$ cat src/rtl/hvac_pkg.sv
// Shared definitions for the HVAC controller and actuator guard: state encodings and
// default equipment-protection timings.
package hvac_pkg;

  typedef logic [2:0] state_t;

  localparam state_t S_IDLE    = 3'd0;
  localparam state_t S_HEAT    = 3'd1;
  localparam state_t S_COOL    = 3'd2;
  localparam state_t S_OVERRUN = 3'd3;
  localparam state_t S_LOCKOUT = 3'd4;

  localparam int unsigned DEF_MIN_ON_CYCLES      = 8;
  localparam int unsigned DEF_FAN_OVERRUN_CYCLES = 4;
  localparam int unsigned DEF_MIN_OFF_CYCLES     = 6;
  localparam int unsigned DEF_CNT_W              = 8;

  function automatic logic is_run_state(state_t s);
    return (s == S_HEAT) || (s == S_COOL);
  endfunction

endpackage

$ cat src/rtl/hvac_actuator_guard_cycle_timer.sv
// Saturating up-counter with synchronous clear; reached_o flags count >= target-1, i.e. the
// current cycle is the last one of a target-long dwell.
module cycle_timer #(
  parameter int unsigned CNT_W = 8
) (
  input  logic             clk,
  input  logic             rst,
  input  logic             clear_i,
  input  logic [CNT_W-1:0] target_i,
  output logic             reached_o
);

  logic [CNT_W-1:0] count_q, count_d;

  always_comb begin
    count_d = count_q;
    if (clear_i) begin
      count_d = '0;
    end else if (!(&count_q)) begin
      count_d = count_q + 1'b1;
    end
  end

  always_ff @(posedge clk or posedge rst) begin
    if (rst) begin
      count_q <= '0;
    end else begin
      count_q <= count_d;
    end
  end

  assign reached_o = (count_q >= (target_i - 1'b1));

endmodule

$ cat src/rtl/hvac_actuator_guard.sv
// Equipment-protection stage between the hysteresis controller and the actuator pins.
// Optional start counters are built when START_COUNTERS_EN is defined.
module hvac_actuator_guard
  import hvac_pkg::*;
#(
  parameter int unsigned MIN_ON_CYCLES      = DEF_MIN_ON_CYCLES,
  parameter int unsigned FAN_OVERRUN_CYCLES = DEF_FAN_OVERRUN_CYCLES,
  parameter int unsigned MIN_OFF_CYCLES     = DEF_MIN_OFF_CYCLES,
  parameter int unsigned CNT_W              = DEF_CNT_W
) (
  input  logic       clk,
  input  logic       rst,
  input  logic       heat_req,
  input  logic       cool_req,
  output logic       heater_on,
  output logic       compressor_on,
  output logic       fan_on,
  output logic       lockout,
`ifdef START_COUNTERS_EN
  output logic [7:0] heat_starts,
  output logic [7:0] cool_starts,
`endif
  output logic       req_conflict
);

  localparam logic [CNT_W-1:0] MinOnT   = CNT_W'(MIN_ON_CYCLES);
  localparam logic [CNT_W-1:0] OverrunT = CNT_W'(FAN_OVERRUN_CYCLES);
  localparam logic [CNT_W-1:0] MinOffT  = CNT_W'(MIN_OFF_CYCLES);

  state_t           state_q, state_d;
  logic [CNT_W-1:0] target;
  logic             reached;
  logic             timer_clear;
  logic             req_conflict_q;

  always_ff @(posedge clk or posedge rst) begin
    if (rst) begin
      state_q <= S_IDLE;
    end else begin
      state_q <= state_d;
    end
  end

  // A run ends only after its minimum; a newly opposing request also ends it.
  always_comb begin
    state_d = state_q;
    unique case (state_q)
      S_IDLE: begin
        if (heat_req && !cool_req) begin
          state_d = S_HEAT;
        end else if (cool_req && !heat_req) begin
          state_d = S_COOL;
        end
      end
      S_HEAT: begin
        if (reached && (!heat_req || cool_req)) state_d = S_OVERRUN;
      end
      S_COOL: begin
        if (reached && (!cool_req || heat_req)) state_d = S_OVERRUN;
      end
      S_OVERRUN: begin
        if (reached) state_d = S_LOCKOUT;
      end
      S_LOCKOUT: begin
        if (reached) state_d = S_IDLE;
      end
      default: state_d = S_IDLE;
    endcase
  end

  always_comb begin
    heater_on     = 1'b0;
    compressor_on = 1'b0;
    fan_on        = 1'b0;
    lockout       = 1'b0;
    unique case (state_q)
      S_HEAT: begin
        heater_on = 1'b1;
        fan_on    = 1'b1;
      end
      S_COOL: begin
        compressor_on = 1'b1;
        fan_on        = 1'b1;
      end
      S_OVERRUN: fan_on  = 1'b1;
      S_LOCKOUT: lockout = 1'b1;
      default: ;
    endcase
  end

  always_comb begin
    target = MinOnT;
    unique case (state_q)
      S_OVERRUN: target = OverrunT;
      S_LOCKOUT: target = MinOffT;
      default:   target = MinOnT;
    endcase
  end

  assign timer_clear = (state_d != state_q);

  cycle_timer #(
    .CNT_W(CNT_W)
  ) u_timer (
    .clk      (clk),
    .rst      (rst),
    .clear_i  (timer_clear),
    .target_i (target),
    .reached_o(reached)
  );

  always_ff @(posedge clk or posedge rst) begin
    if (rst) begin
      req_conflict_q <= 1'b0;
    end else begin
      req_conflict_q <= heat_req & cool_req;
    end
  end

  assign req_conflict = req_conflict_q;

`ifdef START_COUNTERS_EN
  logic [7:0] heat_starts_q, cool_starts_q;
  logic       heat_start, cool_start;

  assign heat_start = !is_run_state(state_q) && (state_q == S_IDLE) && (state_d == S_HEAT);
  assign cool_start = !is_run_state(state_q) && (state_q == S_IDLE) && (state_d == S_COOL);

  always_ff @(posedge clk or posedge rst) begin
    if (rst) begin
      heat_starts_q <= '0;
      cool_starts_q <= '0;
    end else begin
      if (heat_start && !(&heat_starts_q)) heat_starts_q <= heat_starts_q + 8'd1;
      if (cool_start && !(&cool_starts_q)) cool_starts_q <= cool_starts_q + 8'd1;
    end
  end

  assign heat_starts = heat_starts_q;
  assign cool_starts = cool_starts_q;
`endif

endmodule

$ cat config.mk
export PLATFORM = sky130hd
export DESIGN_NAME = hvac_actuator_guard
export DESIGN_NICKNAME = d
export VERILOG_FILES = /design/src/rtl/hvac_pkg.sv /design/src/rtl/hvac_actuator_guard_cycle_timer.sv /design/src/rtl/hvac_actuator_guard.sv
export SDC_FILE = /design/constraint.sdc
export NUM_CORES = 1
export LEC_CHECK = 0
export ABC_CLOCK_PERIOD_IN_PS = 2029
export BUFFER_PORTS_ARGS = -buffer_cell sky130_fd_sc_hd__buf_2
export CELL_PAD_IN_SITES_DETAIL_PLACEMENT = 1
export CELL_PAD_IN_SITES_GLOBAL_PLACEMENT = 1
export CORE_UTILIZATION = 38
export DETAILED_ROUTE_END_ITERATION = 12
export PLACE_DENSITY_LB_ADDON = 0.1
export SETUP_SLACK_MARGIN = 0.2
export SYNTH_ARGS = -nofsm -noshare
export SYNTH_HDL_FRONTEND = slang
export SYNTH_SLANG_ARGS = --single-unit
$ cat constraint.sdc
create_clock -name clk -period 2.03 [get_ports clk]
set_input_delay 0.609 -clock clk [delete_from_list [all_inputs] [get_ports clk]]
set_output_delay 0.609 -clock clk [all_outputs]
set_load 0.02 [all_outputs]
# After elaboration in Yosys (flattened, before gate mapping)
# Cells that the tools add are included.
# op_classes
addsub	2
magnitude_cmp	1
n_eq_ne	6
n_mux	14
bitwise_logic	1
n_reduce_logical	11
# op_table
operator	n
3-bit two-way mux	6
8-bit two-way mux	2
3-bit case mux with 5 select lines	1
8-bit by 1-bit adder with 8-bit output (second input constant)	1
8-bit >= comparator	1
4-bit case mux with 2 select lines	1
8-bit AND reduction	1
3-bit by 2-bit == test with 1-bit output (second input constant)	2
4-bit by 1-bit subtractor with 5-bit output (second input constant)	1
1-bit logical AND	4
1-bit two-way mux	4
3-bit by 1-bit == test with 1-bit output (second input constant)	1
3-bit == test (second input constant)	1
3-bit logical NOT	1
3-bit inequality test	1
3-bit OR reduction	1
1-bit logical NOT	2
1-bit logical OR	2
2-bit inequality test (second input constant)	1
1-bit AND	1
# word_totals
regBits	12
in_bits	4
output_inout_bits	5
elab_cells	38

# Logic depth before layout (Yosys ltp)
# logic_depth
ltp_word	9
mapped_depth	8
depth_no_buf	7

# Cells and area by module
# From an unflattened synthesis, not the netlist that was laid out.
# hier_totals
cells_unflattened	117
hier_area_um2	1034.7
# modules_own_cells
module	instances	cells_per_inst	area_each_um2	seq_area_each_um2
cycle_timer	1	78	708.2	200.2
hvac_actuator_guard	1	39	326.6	100.1

# Worst setup path after synthesis
# No wires, ideal clock.
# synth_path
path_type	register to register
from	register state_q[1]
to	register state_q[0]
setup_ps	104
t_arrival_ps	1806
required_ps	1926
path_slack_ps	120
path_stages_with_launch	9
n_path_buf	1
period_less_slack_ps	1910
path_cell_list	dfrtp_1 > buf_2 > nor2_1 > and2_1 > ha_1 > a21oi_1 > o211ai_2 > a211o_2 > o311ai_1
# synth_between
elab_chain_cells	7
elab_cells_between_ends	15
classes_between	add/sub (1); order compare (1); eq/ne (4); mux (6); reduce/logical (3)
# synth_lines
item	line	text
from (decl)	hvac_actuator_guard.sv:30	state_t state_q, state_d;
from (signal assigned)	hvac_actuator_guard.sv:40	state_q <= state_d;
3-bit == test / 3-bit by 2-bit == test with 1-bit output (equally long branches)	hvac_actuator_guard.sv:47, hvac_actuator_guard.sv:93	
4-bit case mux with 2 select lines	hvac_actuator_guard.sv:93	unique case (state_q)
4-bit by 1-bit subtractor with 5-bit output	hvac_actuator_guard_cycle_timer.sv:32	assign reached_o = (count_q >= (target_i - 1'b1));
8-bit >= comparator	hvac_actuator_guard_cycle_timer.sv:32	
1-bit logical AND (on tied branches)	hvac_actuator_guard.sv:59, hvac_actuator_guard.sv:56	
3-bit two-way mux (on tied branches)	hvac_actuator_guard.sv:59, hvac_actuator_guard.sv:56	
3-bit case mux with 5 select lines (*)	hvac_actuator_guard.sv:47	unique case (state_q)
net state_d[0]	hvac_actuator_guard.sv:30	
# Mark *: on every way through the listed nets, which the timed path passes. The rest lies on a longest branch.
# A chain may end at the register's enable or synchronous reset.

# Final worst setup path
# layout_path
from	register state_q[1]
to	output port lockout
# layout_between
elab_chain_cells	2
# layout_lines
item	line	text
3-bit == test	hvac_actuator_guard.sv:76	unique case (state_q)
1-bit two-way mux	hvac_actuator_guard.sv:76	
to (decl)	hvac_actuator_guard.sv:18	output logic lockout,
# No other way between the ends.

==> impl_summary.txt <==
----------------------------------------------------
[Hold path]
  HP Class ... in2async

[Synth]
  Primary flip-flop cell chosen by synthesis mapping ... sky130_fd_sc_hd__dfrtp_1
  Synth Register Bits ... 12
  Cell taking the most area after synthesis ... sky130_fd_sc_hd__dfrtp_1
  Area of the mapped netlist ... 800 sq um
  Sequential area share after synthesis ... 0.376
  Fraction of registers with async set/reset ... 1.00
  Top-area cell type share of the netlist area ... 0.376
  Commonest cells post-synth ... sky130_fd_sc_hd__dfrtp_1 (12), sky130_fd_sc_hd__nor2_1 (10), sky130_fd_sc_hd__a21oi_1 (5)
  Number of warnings reported in the yosys synthesis log ... 0
  Cell variety after synth ... 35
  Most repeated cell in the gate-level netlist after synthesis ... sky130_fd_sc_hd__dfrtp_1
  Net count of the mapped netlist ... 92
  Top area cells in the synthesized netlist ... sky130_fd_sc_hd__dfrtp_1 (38%), sky130_fd_sc_hd__ha_1 (6.3%), sky130_fd_sc_hd__nor2_1 (4.7%)
  Number of synthesized flops with an enable pin ... 0
  Cell count after synthesis ... 84
  Synthesized area per cell ... roughly 9.5 sq um

[Power and ir drop]
  Sequential cell fraction of total power ... 0.289
  Part of the power in combinational logic ... 0.582
  Switching power share of the total ... 0.425
  Power dissipated by switching net loads ... 631 uW
  Total power divided by cell area ... between 1000 and 1500 nW/um^2
  Maximum vdd drop ... 0.723 mV
  Reported leakage power ... 0.468 nW
  Portion of total power attributed to the clock network ... 0.129
  Internal portion of total power ... ~850 uW

[Timing]
  Worst slew pin tran ... 0.502 ns
  Total negative setup slack ... 0 ns
  Final setup fails ... 0
  Fin crit share ... 0.910
  Final Hold Slack ... about 0.35 ns
  Relative slew slack ... 0.665
  Worst setup skew after layout ... approximately 0.0011 ns
  RSZ-0062 raised after global routing ... yes
  Total count of hold-check failures in the final report ... 0
  Number of pins exceeding their max-slew limit in the final report ... 0
  Highest clock frequency the design can meet ... 541 MHz
  Shortest period the worst path allows ... 1.85 ns

[Final layout]
  Net count, final ... 110
  Final Instance Area ... between 1000 and 1500 sq um
  Number of diodes ... 0
  Share of post-route cells with drive strength above 1 ... 0.406
  Synthesis-to-finish area growth ... 30.2%

[Global routing]
  Maximum number of pins on one net before global-route repair ... 13
  Number of antenna violations at the first check in global routing ... 0
  Overall routing resource usage ... 0.189
  Global-route wire length before repair ... ~2900 microns
  Vias in the first global route ... between 600 and 700
  Total congestion overflow ... 0

[Floorplanning]
  Cell row count ... 16
  Number of top-level design ports ... 9
  Full die area ... approximately 2300 sq um
  Overall die height ... about 48 microns
  Area inside the core boundary ... approximately 2000 sq um
  Effective utilization at floorplan ... 0.408
  Die width ... roughly 48 microns

[CTS]
  Clock latency on the worst-skew pair ... about 0.27 ns
  Number of buffers added by the clock tree synthesis step ... 3
  TritonCTS Sinks ... 12
  TritonCTS clock tree ... built
  Hold-fix buffers, CTS ... 0
  Clock Tree Buf Depth ... 2
  Clock transition time at the flip-flop clock pins of the worst setup and hold paths ... 0.08 ns
  Clock Tree Root ... sky130_fd_sc_hd__clkbuf_4
  CTS HTree Levels ... 1

[Detailed routing]
  Initial drt markers ... 9
  Via density per instance ... roughly 5.6
  Detailed-route wire length on metal 1 ... 967 microns
  Wire length on met2 ... slightly above 900 microns
  Routed WL per cell ... about 16 microns
  Post-DRT Antenna Nets ... 0
  Detailed route wirelength on metal3 ... between 50 and 60 microns
  Highest metal layer with signal wires ... met4
  Drt drc ... 0
  Aggregate routed wire length ... about 2000 microns
  Total iterations of the first detailed-routing run ... 3
  Vias ... roughly 700

[Critical path]
  Critical Path Slowest Stage Cell ... sky130_fd_sc_hd__dfrtp_2
  Cell repeated most along the worst path ... sky130_fd_sc_hd__buf_6
  Worst-path cell chain ... nor2_4 > buf_6 > and2_4 > buf_6
  Maximum fanout encountered on the critical timing path ... 4
  Element type at the critical path end ... output pin
  Data required time at the worst endpoint ... about 1.4 ns
  R2R setup slack ... 0.19 ns
  Worst Path Class, Setup ... reg2out
  Peak per-stage delay on the critical path ... 0.45 ns
  Data arrival, critical path ... between 1 and 1.5 ns
  Startpoint kind of the worst setup timing path ... register

[Placed design]
  Placed inst area ... roughly 890 sq um
  GP Congestion ... slightly above 0.7
  PortBufs ... 8
  DPL Wire Length ... 1300 microns

[Run]
  Max-cap viol count ... 0

[Status]
  Status ... finished, final reports clean

----------------------------------------------------
timing repair:
action,4_1_cts,5_1_grt
gates cloned,0,0
setup endpoints to repair,15,12
buffers inserted,4,1
pin swaps,3,8
resized for setup,13,10
hold endpoints to repair,0,0
cells in the final DEF, fill, tap and decap left out, types with 2 or more instances in the layout:
cell type / count
sky130_fd_sc_hd__buf_4: 6
sky130_fd_sc_hd__nand2b_1: 2
sky130_fd_sc_hd__dfrtp_2: 3
sky130_fd_sc_hd__clkbuf_4: 3
sky130_fd_sc_hd__nor2_1: 8
sky130_fd_sc_hd__nor2_4: 2
sky130_fd_sc_hd__nor2b_1: 2
sky130_fd_sc_hd__buf_6: 5
sky130_fd_sc_hd__a21oi_2: 2
sky130_fd_sc_hd__dfrtp_1: 9
sky130_fd_sc_hd__nor4bb_1: 2
sky130_fd_sc_hd__nand2_1: 4
sky130_fd_sc_hd__ha_1: 4
sky130_fd_sc_hd__nand3_1: 4
sky130_fd_sc_hd__buf_2: 5
sky130_fd_sc_hd__and2_4: 2
sky130_fd_sc_hd__o21ai_0: 4
sky130_fd_sc_hd__xor2_1: 2
sky130_fd_sc_hd__a21oi_1: 3
sky130_fd_sc_hd__mux2i_1: 2
sky130_fd_sc_hd__nand4_1: 2
final cells by class:
class | count | area [sq um]
sequential | 12 | 304
clock buffer | 4 | 36.3
inverter | 2 | 7.51
timing repair buffer | 16 | 126
fill | 237 | 921
tap | 27 | 33.8
multi-input combinational | 67 | 533
power groups by stage:
stage               Clock (mW)  Sequential [mW]  Combinational [mW]
floorplan                    0            0.385               0.512
global placement             0            0.422               0.632
detailed placement           0            0.419               0.653
CTS                      0.201            0.415               0.782
global route             0.214            0.443               0.936
finish                   0.191            0.429               0.864
per-stage QoR:
step / total power [mW] / utilization / cells / worst slack [ns]
6_report: 1.48 / 0.531 / 128 / 0.183
5_1_grt: 1.59 / 0.531 / 128 / 0.119
4_1_cts: 1.40 / 0.510 / 127 / 0.186
3_5_place_dp: 1.07 / 0.453 / 119 / 0.0955
3_3_place_gp: 1.05 / 0.453 / 119 / 0.155
2_1_floorplan: 0.896 / - / 84 / 0.230
routing by layer:
layer  vias to the layer above  global-route usage
met2                        10               0.295
met3                         4              0.0642
li1                        343                   -
met1                       359               0.237
met4                         0              0.0833
met5                         -                   0
cells by family after synthesis:
kind of cell	share of synthesized area
XOR/XNOR	0.0219
AND/OR/NAND/NOR	0.296
multiplexers	0.0516
flip-flops	0.376
buffers and inverters	0.0266
adder cells (fa/ha/maj)	0.0626
other	0.00469
AO/OA/AOI/OAI	0.161
critical path: cells and delay by family, from the launching register on:
family                 cells  cell delay [ns]
AND/OR/NAND/NOR            2             0.28
buffers and inverters      2             0.23
flip-flops                 1             0.45
path summary, 6_finish.rpt:
check	from	to	cells past startpoint
max	state_q[1]	lockout	4
min	rst	req_conflict	2
max reg2reg	state_q[1]	state_q[1]	7
min reg2reg	u_timer.count_q[6]	u_timer.count_q[6]	1
max in group asynchronous	rst	state_q[2]	2
min in group clk	cool_req	req_conflict	2
state kept, by name, summed over array words and instances, names as in the netlist:
name / cells
state_q: 3
req_conflict: 1
u_timer.count_q: 8
No activity file was read; power rests on OpenSTA's default activity.
